--- src/rtl/apb_slave_responder_pkg.sv ---
// apb_slave_responder_pkg: shared widths, transfer enums and responder FSM states
package apb_slave_responder_pkg;
  localparam int ADDRESS_WIDTH = 32;
  localparam int DATA_WIDTH = 32;
  localparam int SLAVE_MEMORY_DEPTH = 16;
  typedef enum logic {READ = 1'b0, WRITE = 1'b1} tx_type_e;
  typedef enum logic {NO_ERROR = 1'b0, ERROR = 1'b1} slave_error_e;
  typedef enum logic {IDLE = 1'b0, ACCESS = 1'b1} apb_responder_state_e;
endpackage

--- src/rtl/apb_responder_mem.sv ---
// apb_responder_mem: register file with async clear, byte-enable write port and one read port
module apb_responder_mem #(
  parameter int DATA_WIDTH = 32,
  parameter int MEM_DEPTH = 16
) (
  input  logic                         pclk,
  input  logic                         preset,
  input  logic                         we,
  input  logic [$clog2(MEM_DEPTH)-1:0] widx,
  input  logic [DATA_WIDTH-1:0]        wdata,
  input  logic [DATA_WIDTH/8-1:0]      strb,
  input  logic [$clog2(MEM_DEPTH)-1:0] ridx,
  output logic [DATA_WIDTH-1:0]        rdata
);
  logic [DATA_WIDTH-1:0] mem [MEM_DEPTH];
  // clear every word on reset, otherwise update only the enabled byte lanes
  always_ff @(posedge pclk or posedge preset)
    if (preset) for (int i = 0; i < MEM_DEPTH; i++) mem[i] <= '0;
    else if (we) for (int b = 0; b < DATA_WIDTH/8; b++) if (strb[b]) mem[widx][b*8 +: 8] <= wdata[b*8 +: 8];
  assign rdata = mem[ridx];
endmodule

--- src/rtl/apb_slave_responder.sv ---
// apb_slave_responder: APB completer with one decoded window, wait states and error response
module apb_slave_responder #(
  parameter int          ADDRESS_WIDTH = apb_slave_responder_pkg::ADDRESS_WIDTH,
  parameter int          DATA_WIDTH = apb_slave_responder_pkg::DATA_WIDTH,
  parameter int          MEM_DEPTH = apb_slave_responder_pkg::SLAVE_MEMORY_DEPTH,
  parameter logic [31:0] BASE_ADDR = 32'h0
) (
  input  logic                      pclk,
  input  logic                      preset,
  input  logic                      psel,
  input  logic                      penable,
  input  logic                      pwrite,
  input  logic [ADDRESS_WIDTH-1:0]  paddr,
  input  logic [DATA_WIDTH-1:0]     pwdata,
  input  logic [DATA_WIDTH/8-1:0]   pstrb,
  input  logic [2:0]                pprot,
  input  logic [3:0]                cfg_wait_states,
  output logic [DATA_WIDTH-1:0]     prdata,
  output logic                      pready,
  output logic                      pslverr
);
  import apb_slave_responder_pkg::*;
  localparam int BYTES = DATA_WIDTH/8;
  localparam int IW = $clog2(MEM_DEPTH);
  localparam int BW = $clog2(BYTES);
  localparam int WINDOW = MEM_DEPTH*BYTES;
  apb_responder_state_e state, state_n;
  tx_type_e type_q;
  slave_error_e err_in, err_q;
  logic [ADDRESS_WIDTH:0] off;
  logic [IW-1:0] idx_in, idx_q, rd_idx;
  logic [DATA_WIDTH-1:0] wdata_q, rd_data, prdata_n;
  logic [BYTES-1:0] strb_q;
  logic [3:0] cnt, cnt_n;
  logic pready_n, pslverr_n, load, we, unused_prot;
  assign unused_prot = pprot[0] ^ pprot[2];
  assign off = {1'b0, paddr} - (ADDRESS_WIDTH+1)'(BASE_ADDR);
  assign err_in = (off[ADDRESS_WIDTH] || off >= (ADDRESS_WIDTH+1)'(WINDOW) ||
                   (|(paddr & ADDRESS_WIDTH'(BYTES-1))) ||
                   (pprot[1] && off >= (ADDRESS_WIDTH+1)'(WINDOW/2))) ? ERROR : NO_ERROR;
  assign idx_in = IW'(off >> BW);
  assign rd_idx = state == IDLE ? idx_in : idx_q;
  assign we = state == ACCESS && pready && psel && type_q == WRITE && err_q == NO_ERROR;
  // next state, wait counter and the registered response for the coming cycle
  always_comb begin
    state_n = state;
    cnt_n = cnt;
    load = 1'b0;
    pready_n = 1'b0;
    pslverr_n = 1'b0;
    prdata_n = '0;
    if (state == IDLE) begin
      if (psel && !penable) begin
        state_n = ACCESS;
        cnt_n = cfg_wait_states;
        load = 1'b1;
        pready_n = cfg_wait_states == 4'd0;
        pslverr_n = pready_n && err_in == ERROR;
        prdata_n = (pready_n && !pwrite && err_in == NO_ERROR) ? rd_data : '0;
      end
    end else if (!psel || pready) begin
      state_n = IDLE;
      cnt_n = '0;
    end else begin
      cnt_n = cnt - 4'd1;
      pready_n = cnt == 4'd1;
      pslverr_n = pready_n && err_q == ERROR;
      prdata_n = (pready_n && type_q == READ && err_q == NO_ERROR) ? rd_data : '0;
    end
  end
  // FSM state, counter and response outputs
  always_ff @(posedge pclk or posedge preset)
    if (preset) begin
      state <= IDLE;
      cnt <= '0;
      pready <= 1'b0;
      pslverr <= 1'b0;
      prdata <= '0;
    end else begin
      state <= state_n;
      cnt <= cnt_n;
      pready <= pready_n;
      pslverr <= pslverr_n;
      prdata <= prdata_n;
    end
  // transfer controls captured in the setup cycle and held through the access phase
  always_ff @(posedge pclk or posedge preset)
    if (preset) begin
      type_q <= READ;
      err_q <= NO_ERROR;
      idx_q <= '0;
      wdata_q <= '0;
      strb_q <= '0;
    end else if (load) begin
      type_q <= pwrite ? WRITE : READ;
      err_q <= err_in;
      idx_q <= idx_in;
      wdata_q <= pwdata;
      strb_q <= pstrb;
    end
  apb_responder_mem #(.DATA_WIDTH(DATA_WIDTH), .MEM_DEPTH(MEM_DEPTH)) u_mem (
    .pclk(pclk),
    .preset(preset),
    .we(we),
    .widx(idx_q),
    .wdata(wdata_q),
    .strb(strb_q),
    .ridx(rd_idx),
    .rdata(rd_data)
  );
endmodule

--- config.mk ---
export PLATFORM = sky130hd
export DESIGN_NAME = apb_slave_responder
export DESIGN_NICKNAME = d
export VERILOG_FILES = /design/src/rtl/apb_slave_responder_pkg.sv /design/src/rtl/apb_responder_mem.sv /design/src/rtl/apb_slave_responder.sv
export SDC_FILE = /design/constraint.sdc
export NUM_CORES = 1
export LEC_CHECK = 0
export ABC_AREA = 0
export BUFFER_PORTS_ARGS = -buffer_cell sky130_fd_sc_hd__buf_2
export CAP_MARGIN = 40
export CORE_ASPECT_RATIO = 1.25
export CORE_MARGIN = 2
export CORE_UTILIZATION = 60
export DETAILED_ROUTE_END_ITERATION = 6
export GPL_TIMING_DRIVEN = 0
export PLACE_DENSITY = 0.78
export SLEW_MARGIN = 0
export SYNTH_ARGS = -nofsm -noshare
export SYNTH_HDL_FRONTEND = slang
export SYNTH_SLANG_ARGS = --single-unit
--- constraint.sdc ---
create_clock -name pclk -period 64.1 [get_ports pclk]
set_input_delay 12.82 -clock pclk [delete_from_list [all_inputs] [get_ports pclk]]
set_output_delay 12.82 -clock pclk [all_outputs]
set_load 0.05 [all_outputs]
# Yosys cells after proc, flatten, opt, wreduce, memory -nomap -nowiden
# Index checks and enable logic that the tools add are counted.
# totals
ff_bits,593
input_bits,80
latch_bits,0
elab_cells,103
mem_count,0
out_inout_bits,34
ramBits,0
mem_bits_ro,0
# classes
shifts,0
order_cmp,5
reduce_logical,22
n_eq_ne,1
n_bitwise,5
n_div,0
muxes,43
mul,0
add_sub_neg,1
# op_table
operator,n
$mux 512,7
$bwmux 512,4
$demux 32 s4,4
$mux 32,8
$bmux 32 s4,1
$ge 32x6->1 const B,1
$ge 32x7->1 const B,1
$mux 24,1
$mux 16,1
$mux 4,4
$logic_and 1x1->1,13
$mux 1,12
$ge 5x5->1 const B,2
$not 4->5,2
$mux 8,1
$lt 5x1->1 const B,1
$eq 4x1->1 const B,1
$logic_not 4->1,1
$sub 4x1->4 const B,1
$logic_not 1->1,3
$logic_or 1x1->1,3
$not 1->1,3
$reduce_bool 2->1,1
$reduce_or 2->1,1

# Longest topological paths before layout
# logic_depth
ltp_word,16
mapped_depth,11
mapped_depth_nobuf,5

# Cells and area by module
# Synthesis repeated with hierarchy kept, for this count alone.
# unflattened
cells_unflattened,1661
hier_area_um2,26873.3
# by_module_without_submodules
module,seq_area_each_um2,area_per_inst_um2,n_inst,cells_per_inst
apb_responder_mem,12812.3,23562.6,1,1436
apb_slave_responder,2026.9,3310.7,1,225

# Worst setup path before layout
# No wires, ideal clock.
# synth_timing
path_type,input port to flip-flop
startpoint,input paddr[4]
endpoint,register prdata[31]
setup_slack_ps,49596
path_stages,6
arrival_time_ps,14361
path_cell_list,buf_2 mux2i_2 buf_2 mux4_2 a2111oi_0 a211oi_1
# synth_between
elab_chain_cells,9
elab_cells_between_ends,18
# synth_lines
item,line_no,text
"start, declared",apb_slave_responder.sv:13,"input logic [ADDRESS_WIDTH-1:0] paddr,"
$ge 32x7->1 / $ge 32x6->1 (equally long branches),"apb_slave_responder.sv:38, apb_slave_responder.sv:40",
$logic_or 1x1->1 / $logic_and 1x1->1 (equally long branches),"apb_slave_responder.sv:38, apb_slave_responder.sv:40",
$logic_or 1x1->1,apb_slave_responder.sv:39,(|(paddr & ADDRESS_WIDTH'(BYTES-1))) ||
$mux 1,apb_slave_responder.sv:40,(pprot[1] && off >= (ADDRESS_WIDTH+1)'(WINDOW/2))) ? ERROR : NO_ERROR;
$not 1->1,apb_slave_responder.sv:59,prdata_n = (pready_n && !pwrite && err_in == NO_ERROR) ? rd_data : '0;
$logic_and 1x1->1,apb_slave_responder.sv:59,
$mux 32,apb_slave_responder.sv:59,
$mux 32,apb_slave_responder.sv:53,if (psel && !penable) begin
$mux 32 *,apb_slave_responder.sv:52,if (state == IDLE) begin
via prdata_n[31],apb_slave_responder.sv:32,"logic [DATA_WIDTH-1:0] wdata_q, rd_data, prdata_n;"
"end signal, assigned",apb_slave_responder.sv:84,prdata <= prdata_n;
"end, declared",apb_slave_responder.sv:18,"output logic [DATA_WIDTH-1:0] prdata,"
# Mark *: on every way through the listed nets, which the timed path passes. The rest lies on a longest branch. The select of a mux whose other input is x is not followed.
# A chain may end at the register's enable or synchronous reset.

# Worst setup path in the final report
# layout_timing
startpoint,input paddr[4]
endpoint,register prdata[25]
# Same word-level chain as after synthesis.

==> flow_summary_export.csv <==
group,metric,value,unit
status,status,"completed",
sta,min_period,15.20,ns
floorplan,dieArea,46000,um2
placed_design,routabilityCongestion,0.950,
layout,area_growth,13.1,%
layout,n_fill_cell,3076,
detailed_routing,top_layer_used,"met4",
synth,synth_cell_types,51,
floorplan,floorplan.initialDensity,60.6,%
worst_hold_path,holdCritPathClass,"reg -> reg",
job,maxCapViolations,0,
cts,clockBufferDepth,3,
power,p_leak,14.6,nW
cts,post-cts-setup-buffers,0,
floorplan,dieHeight,239,um
cts,clk_pin_slew,0.06,ns
critical_path,worstPathArrival,15.66,ns
synth,synth_top_area_cell,"dfrtp_1",
critical_path,cp-start-kind,"input port",
sta,finalMaxSlewViolations,0,
placed_design,portBuffers,110,
cts,post_cts_resized,0,
cts,cts_sinks,593,
detailed_routing,viasPerCell,6.51,
grt,grt-ovfl-total,0,
worst_hold_path,min_from,"u_mem.mem[37]$_DFFE_PP0P_",
detailed_routing,dr_wl_met2,37.0,mm
grt,grt_pass1_wl,115,mm
layout,multi_input_area,11100,um2
power,vdd_drop_max,0.0209,mV
critical_path,cp.required,64.56,ns
synth,synth_fp_nets,2037,
synth,synth_warnings,0,
detailed_routing,ant_nets,0,
placed_design,dp_hpwl,51.1,mm
critical_path,end_kind,"register",
floorplan,pin_count,114,
detailed_routing,wirelength,76.2,mm
synth,synth_cells,1955,
grt,track_usage,34.2,%
layout,ff_latch_area,14800,um2
detailed_routing,m1WireLength,27.9,mm
floorplan,core_area,43900,um2
critical_path,path_max_fanout,10,
sta,hold_viol,0,
layout,final_common_cell,"dfrtp_1",
floorplan,rows,86,
synth,synthFlopType,"dfrtp_1",
detailed_routing,drc_errors,0,
critical_path,crit_type,"in -> reg",
layout,drive_gt1_share,40.7,%
cts,clk_latency,0.63,ns
floorplan,die_w,192,um
detailed_routing,dr_total_vias,18000,
critical_path,cp-startpoint,"paddr[4]",
sta,fin_skew,0.0167,ns
cts,numCtsBuffers,57,
cts,tritoncts,"done",
cts,hold_buffers,0,
synth,ys_seq_area_share,55.8,%
synth,synth_edf_count,0,
detailed_routing,wl_met3,6.35,mm
synth,synthArstFlopShare,100,%
sta,max_slew_margin,32.4,%
sta,worst_slew_pin_slew,1.01,ns
sta,max_freq,0.0658,GHz
sta,rsz0062_at_grt,"false",
detailed_routing,drt-initial-drc-count,1494,
synth,synth_seq_cells,593,
power,power_density,28.2,nW/um2
sta,setup_viol,0,
synth,synth_area,26600,um2
synth,yosysTopAreaCellShare,55.8,%
layout,fin_nets,2226,
sta,hold-worst-slack,0.502,ns
synth,synth.avg_cell_area,13.6,um2
critical_path,r2r-start,"state$_DFF_PP0_",
detailed_routing,routedWlPerCell,27.6,um
cts,htree_levels,2,
layout,final_cell_mix,"dfrtp_1 (593), mux2_2 (555), nand2_1 (267)",
sta,tns,0,ns
detailed_routing,dr.pass1.iters,5,
sta,fin_crit_sh,23.7,%
cts,root_buffer,"clkbuf_16",
grt,grt_pass1_vias,19000,
grt,grt_max_degree,135,
grt,antenna_found_initial,2,
synth,synth.area.top_cells,"dfrtp_1 (56%), mux2_2 (23%), mux4_2 (4.2%), nand2_1 (3.8%), mux2i_1 (2.3%)",
-- logic make-up after synthesis --
group,share of synthesized area (%)
flip-flops,55.8
multiplexers,30.6
AND/OR/NAND/NOR,6.13
adder cells (fa/ha/maj),0.0941
AO/OA/AOI/OAI,4.80
buffers and inverters,2.57
-- state kept, by name (all words and copies together), names as in the netlist --
name	cells
type_q	1
u_mem.mem	512
err_q	1
state	1
idx_q	4
cnt	4
wdata_q	32
prdata	32
pready	1
strb_q	4
pslverr	1
-- cells in the mapped netlist, types with 2 or more instances --
cell type / n
buf_6: 11
nand2_1: 267
nand3_1: 25
a21oi_1: 67
mux2_2: 555
buf_1: 7
nor3_1: 7
buf_4: 12
nor2b_1: 15
o22ai_1: 21
nand2b_1: 7
mux4_2: 50
a32oi_1: 12
mux4_1: 4
nor4_1: 27
buf_2: 20
inv_1: 7
nor2_1: 18
o21ai_0: 4
buf_8: 3
clkbuf_1: 67
dfrtp_1: 593
a31oi_1: 13
a221oi_1: 9
and2_1: 4
ha_1: 2
a2111oi_2: 11
a211oi_1: 33
mux2i_1: 62
-- metal layers --
metal | global-route usage, % | vias to the layer above
li1 | - | 7492
met5 | 0 | -
met1 | 41.9 | 9298
met3 | 7.63 | 283
met2 | 55.8 | 914
met4 | 20.3 | 0
-- worst max-delay path, cell delays in order --
cell and delay [ns]:
buf_2 0.16, mux2i_2 0.51, buf_6 0.24, buf_2 0.42, clkbuf_1 0.75, a211oi_1 0.24
a211oi_1 0.52
-- final timing paths --
kind                                                    to  slack (ns)  cells past startpoint
worst max-delay path                  prdata[25]$_DFF_PP0_       48.90                      7
worst min-delay path             u_mem.mem[37]$_DFFE_PP0P_        0.50                      1
worst max register to register        prdata[25]$_DFF_PP0_       60.65                      6
worst min register to register   u_mem.mem[37]$_DFFE_PP0P_        0.50                      1
max in group asynchronous       u_mem.mem[469]$_DFFE_PP0P_       50.16                      4
min in group asynchronous          wdata_q[11]$_DFFE_PP0P_       12.25                      2
-- metrics by stage --
stage / cells / total power, mW / utilization, % / setup WS, ns / instance area, um2
after floorplan: 1955 / 0.458 / - / 34.68 / 26600
after global placement: 2637 / 0.501 / 63.5 / 29.71 / 27900
after detailed placement: 2656 / 0.508 / 64.1 / 48.40 / 28200
after CTS: 2760 / 0.849 / 68.5 / 49.05 / 30100
after global routing: 2763 / 0.874 / 68.5 / 48.93 / 30100
final: 2763 / 0.850 / 68.5 / 48.90 / 30100
-- power breakdown --
group          internal [mW]  leakage (nW)  switching [mW]
Clock                  0.201         0.943           0.144
Sequential             0.381          8.18          0.0128
Combinational         0.0321          5.51          0.0786
Total                  0.614          14.6           0.236
-- area by class of cell --
cell class	count	area share [%]
Tap cell	572	2.38
Clock inverter	18	0.736
Multi-Input combinational cell	1234	36.8
Antenna cell	2	0.0166
Sequential cell	593	49.3
Buffer	121	2.18
Timing Repair Buffer	130	2.82
Clock buffer	86	5.61
Inverter	7	0.112
Note: power is estimated with default switching activity, not from simulation.
